==> src/rtl/fetch_sequencer.sv <==
// Instruction-fetch sequencer: owns the PC, issues one-word reads and buffers responses in a 2-entry FIFO toward decode.
// Optional build macro FETCH_PERF_EN adds the perf_fetched / perf_stall counters.
module fetch_sequencer #(
  parameter logic [31:0] RESET_PC   = 32'h0000_0000,
  parameter int unsigned IMEM_DEPTH = 128
) (
  input  logic        clk,
  input  logic        reset,
  output logic        imem_rd_en,
  output logic [31:0] imem_addr,
  input  logic [31:0] imem_rdata,
  input  logic        redirect_valid,
  input  logic [31:0] redirect_pc,
  input  logic        halt_req,
  output logic        halted,
  output logic        fault,
  output logic        out_valid,
  input  logic        out_ready,
  output logic [31:0] out_instr,
  output logic [31:0] out_pc
`ifdef FETCH_PERF_EN
  ,
  output logic [31:0] perf_fetched,
  output logic [31:0] perf_stall
`endif
);

  typedef enum logic [1:0] {
    ST_RUN     = 2'd0,
    ST_HALTING = 2'd1,
    ST_HALTED  = 2'd2,
    ST_FAULT   = 2'd3
  } state_t;

  localparam logic [29:0] DEPTH_WORDS = 30'(IMEM_DEPTH);

  state_t      state_r;
  logic [31:0] pc_r;
  logic        inflight_r;
  logic [31:0] tag_r;
  logic [31:0] fifo_instr_r [2];
  logic [31:0] fifo_pc_r    [2];
  logic        rd_ptr_r;
  logic        wr_ptr_r;
  logic [1:0]  count_r;

  logic pc_legal_s;
  logic pop_s;
  logic push_s;
  logic credit_s;
  logic issue_s;

  // Issue decision; credit counts this cycle's pop so a full stream sustains one word per cycle
  always_comb begin
    pc_legal_s = (pc_r[1:0] == 2'b00) && (pc_r[31:2] < DEPTH_WORDS);
    pop_s      = (count_r != 2'd0) && out_ready;
    push_s     = inflight_r && !redirect_valid;
    credit_s   = (({1'b0, count_r} + {2'b00, inflight_r}) - {2'b00, pop_s}) < 3'd2;
    if (!reset && (state_r == ST_RUN) && !redirect_valid && pc_legal_s && credit_s) begin
      issue_s = 1'b1;
    end else begin
      issue_s = 1'b0;
    end
  end

  assign imem_rd_en = issue_s;
  assign imem_addr  = {2'b00, pc_r[31:2]};
  assign halted     = (state_r == ST_HALTED);
  assign fault      = (state_r == ST_FAULT);
  assign out_valid  = (count_r != 2'd0);
  assign out_instr  = fifo_instr_r[rd_ptr_r];
  assign out_pc     = fifo_pc_r[rd_ptr_r];

  // Control state, PC and the single in-flight tag
  always_ff @(posedge clk or posedge reset) begin
    if (reset) begin
      state_r    <= ST_RUN;
      pc_r       <= RESET_PC;
      inflight_r <= 1'b0;
      tag_r      <= 32'h0000_0000;
    end else begin
      inflight_r <= issue_s;
      if (issue_s) begin
        tag_r <= pc_r;
      end else begin
        tag_r <= tag_r;
      end
      if (redirect_valid) begin
        pc_r    <= redirect_pc;
        state_r <= halt_req ? ST_HALTING : ST_RUN;
      end else begin
        if (issue_s) begin
          pc_r <= pc_r + 32'd4;
        end else begin
          pc_r <= pc_r;
        end
        case (state_r)
          ST_RUN: begin
            if (!pc_legal_s) begin
              state_r <= ST_FAULT;
            end else if (halt_req) begin
              state_r <= ST_HALTING;
            end else begin
              state_r <= ST_RUN;
            end
          end
          ST_HALTING: state_r <= inflight_r ? ST_HALTING : ST_HALTED;
          ST_HALTED:  state_r <= halt_req ? ST_HALTED : ST_RUN;
          ST_FAULT:   state_r <= ST_FAULT;
          default:    state_r <= ST_RUN;
        endcase
      end
    end
  end

  // Output FIFO; a redirect drops both the buffered words and the response arriving this cycle
  always_ff @(posedge clk or posedge reset) begin
    if (reset) begin
      fifo_instr_r[0] <= 32'h0000_0000;
      fifo_instr_r[1] <= 32'h0000_0000;
      fifo_pc_r[0]    <= 32'h0000_0000;
      fifo_pc_r[1]    <= 32'h0000_0000;
      rd_ptr_r        <= 1'b0;
      wr_ptr_r        <= 1'b0;
      count_r         <= 2'd0;
    end else if (redirect_valid) begin
      wr_ptr_r <= rd_ptr_r;
      count_r  <= 2'd0;
    end else begin
      if (push_s) begin
        fifo_instr_r[wr_ptr_r] <= imem_rdata;
        fifo_pc_r[wr_ptr_r]    <= tag_r;
        wr_ptr_r               <= ~wr_ptr_r;
      end else begin
        wr_ptr_r <= wr_ptr_r;
      end
      if (pop_s) begin
        rd_ptr_r <= ~rd_ptr_r;
      end else begin
        rd_ptr_r <= rd_ptr_r;
      end
      count_r <= (count_r + {1'b0, push_s}) - {1'b0, pop_s};
    end
  end

`ifdef FETCH_PERF_EN
  // Wrapping performance counters: accepted words and decode back-pressure cycles
  always_ff @(posedge clk or posedge reset) begin
    if (reset) begin
      perf_fetched <= 32'h0000_0000;
      perf_stall   <= 32'h0000_0000;
    end else begin
      if (pop_s) begin
        perf_fetched <= perf_fetched + 32'd1;
      end else begin
        perf_fetched <= perf_fetched;
      end
      if (out_valid && !out_ready) begin
        perf_stall <= perf_stall + 32'd1;
      end else begin
        perf_stall <= perf_stall;
      end
    end
  end
`endif

endmodule

==> config.mk <==
export PLATFORM = sky130hd
export DESIGN_NAME = fetch_sequencer
export DESIGN_NICKNAME = d
export VERILOG_FILES = /design/src/rtl/fetch_sequencer.sv
export SDC_FILE = /design/constraint.sdc
export NUM_CORES = 1
export LEC_CHECK = 0
export ABC_AREA = 1
export CORE_MARGIN = 3
export CORE_UTILIZATION = 58
export CTS_BUF_LIST = sky130_fd_sc_hd__clkbuf_4
export DETAILED_ROUTE_END_ITERATION = 8
export PLACE_DENSITY = 0.95
export SETUP_SLACK_MARGIN = 0.15
export SYNTH_ARGS = -nofsm -noshare
export SYNTH_HDL_FRONTEND = slang
export SYNTH_SLANG_ARGS = --single-unit
==> constraint.sdc <==
create_clock -name clk -period 15.51 [get_ports clk]
set_input_delay 3.8775 -clock clk [delete_from_list [all_inputs] [get_ports clk]]
set_output_delay 3.8775 -clock clk [all_outputs]
set_load 0.05 [all_outputs]
==> out/results.tsv <==
metric	value	unit
cap_viol_max_count	0	
routedWlPerCell	13.7	um
grt_max_degree	133	
crit_type	in -> out	
synthTopCellsByArea	dfrtp_1 57%, nand2_1 19%, o21ai_0 5.5%	
die_h	129	um
min_period	10.94	ns
ys_seq_area_share	56.6	%
fin_util	71.8	%
overflow	0	
dpl.cell_count	1343	
final_cells	1375	
p_leak	0.00529	uW
synth_top_area_cell	dfrtp_1	
crit_path_end_kind	output pin	
cp_slowest_cell	clkdlybuf4s50_1	
setup_viol	0	
cp_max_fo	69	
cts_inserted_buffers	17	
place_hpwl	11.9	mm
dieArea	16700	sq um
cts_hold_buf	0	
fillerInstances	1089	
reg2reg_from	count_r[1]$_DFF_PP0_	
outcome	finished, final reports clean	
numPortBuffers	166	
worst_pin_slew	1.17	ns
route.vias.total	7044	
synth_cell_types	31	
crit_required	11.63	ns
yosys_warnings	0	
seqCellArea	4980	sq um
switchingPower	251	uW
rrSetupSlack	12.47	ns
hold_viol	0	
htreeDepth	4	
whs_path_depth	2	
via_per_inst	5.12	
crit_path_start_kind	input pin	
drive_gt1_share	5.63	%
syn_to_final_growth	19.9	%
r2r_cells	12	
setup-tns-final	0	ns
swShare	26.9	%
cts_resized	0	
grt_pass1_vias	6761	
timing.fmax	91.4	MHz
p_int	680	uW
diodes	0	
clock_skew	0.0245	ns
final-max-slew-violation-count	0	
crit_path_start	redirect_valid	
drt_wl_total	18.9	mm
initial_core_util	59.9	%
pwr-share-seq	57.9	%
dr.pass1.iters	5	
hold_class	reg -> reg	
drt-initial-drc-count	532	
holdPathEnd	tag_r[0]$_DFFE_PP0P_	
nNetsFinal	1252	
core_area	14700	sq um
ir_drop	0.0615	mV
place_congestion	0.791	
clock_latency	0.58	ns
hold_path.startpoint	tag_r[0]$_DFFE_PP0P_	
antenna_found_initial	0	
clockBufferDepth	2	
tritoncts	done	
maxSlewHeadroom	21.7	%
postSynthCellCount	1075	
die_w	129	um
num_rows	44	
drcViolationCount	0	
cp_slowest_stage_delay	0.73	ns
p_per_area	88.2	nW/um^2
path_cells	clkdlybuf4s50_1, buf_4, clkinv_2, nand3_1, nor2_1, nand3_2, buf_4, inv_2, clkdlybuf4s50_1	
min_period_over_period	70.5	%
r2r_end	pc_r[6]$_DFFE_PP0P_	
multi_input_area	2930	sq um
postCtsSetupBuffers	0	
combPwrFrac	11.3	%
groute.usage.overall	23.2	%
synth.top_cell.area_share	56.6	%
rsz0062_at_grt	no	
synth-seq-cells	199	
drtAntennaViolNets	0	
io_pins	169	
synth_area_per_cell	8.19	sq um
synthesis.area	8810	sq um
clkTransAtPathRegs	0.13	ns
cts_sinks	199	
cts_root_buf	clkbuf_4	
worstPathArrival	7.06	ns
clock_power_share	30.8	%
grt_pass1_wl	31.1	mm
==> placed cells by master (no fill, tap or decap), types with 5 or more instances in the layout <==
cell type / count
nand2_1: 452
dfrtp_1: 198
clkdlybuf4s50_1: 166
o21ai_0: 96
inv_1: 82
o21ai_1: 45
nand3_1: 35
nor2_1: 22
inv_2: 22
clkbuf_4: 17
buf_4: 7
xor2_1: 6
inv_6: 5
==> per-layer routing <==
metal	vias up	wire [um]	track usage, %
li1	3466	-	-
met4	0	274	7.41
met5	-	0	0
met1	3321	8000	29.0
met2	235	9200	39.8
met3	22	1430	5.89
==> stage by stage <==
stage	cell area (sq um)	setup slack [ns]	hold slack (ns)	total power [uW]
3_5_place_dp	10300	4.55	0.456	655
6_report	10600	4.57	0.489	931
5_1_grt	10600	4.34	0.510	966
4_1_cts	10600	4.56	0.492	937
2_1_floorplan	8810	2.71	0.436	621
3_3_place_gp	10300	4.65	0.449	653
==> state kept, by name, summed over array words and instances, names as in the netlist <==
name and cells:
inflight_r 1, count_r 2, state_r 2, rd_ptr_r 1
wr_ptr_r 1, pc_r 32, fifo_instr_r 64, fifo_pc_r 64
tag_r 32
==> critical path, delay by kind of cell <==
kind / cells / cell delay [ns]
buf+inv: 6 / 2.76
simple gates: 3 / 0.38
==> cells in the mapped netlist <==
cell type / number
o21ai_1: 45
nor2_1: 22
nor3_1: 2
a211oi_1: 1
xnor2_1: 3
a21oi_1: 2
o21a_1: 1
nand2_1: 452
buf_4: 33
buf_1: 5
ha_1: 4
inv_2: 21
nand2_2: 1
clkinv_2: 1
buf_2: 20
dfrtp_1: 199
fa_1: 1
or2_1: 1
clkbuf_1: 28
or2_4: 1
buf_6: 4
o21ai_0: 96
nand3_1: 36
and2_1: 1
xor2_1: 6
conb_1: 1
nor2_2: 1
inv_1: 84
o211ai_1: 1
nand3_2: 1
or2_2: 1
==> cell type report <==
class                      count  share of cell area, %
sequential                   199                   47.2
multi-input combinational    681                   27.7
timing repair buffer         173                   16.2
inverter                     106                   3.85
tap                          184                   2.18
clock inverter                15                   1.65
clock buffer                  17                   1.21
==> logic make-up after synthesis <==
kind of cell,synth area share (%)
DFF,56.6
other,0.0426
adders and majority gates,0.796
buffers and inverters,10.4
and+or+nand+nor,22.9
xor gates and xnor gates,0.895
AOI/OAI and AO/OA,8.38
==> power groups by stage <==
stage          Clock, uW  Sequential [uW]  Combinational, uW
6_report             286              539                106
5_1_grt              311              540                115
4_1_cts              291              539                107
3_5_place_dp           0              548                107
3_3_place_gp           0              548                105
2_1_floorplan          0              545               75.9
==> worst max-delay path by stage <==
stage	endpoint	slack, ns	cells after the start
CTS	imem_rd_en	4.56	9
detailed placement	imem_rd_en	4.55	9
global placement	imem_rd_en	4.65	9
finish	imem_rd_en	4.57	9
floorplan	imem_rd_en	2.71	6
global route	imem_rd_en	4.34	9
Note: power is estimated with default switching activity, not from simulation.
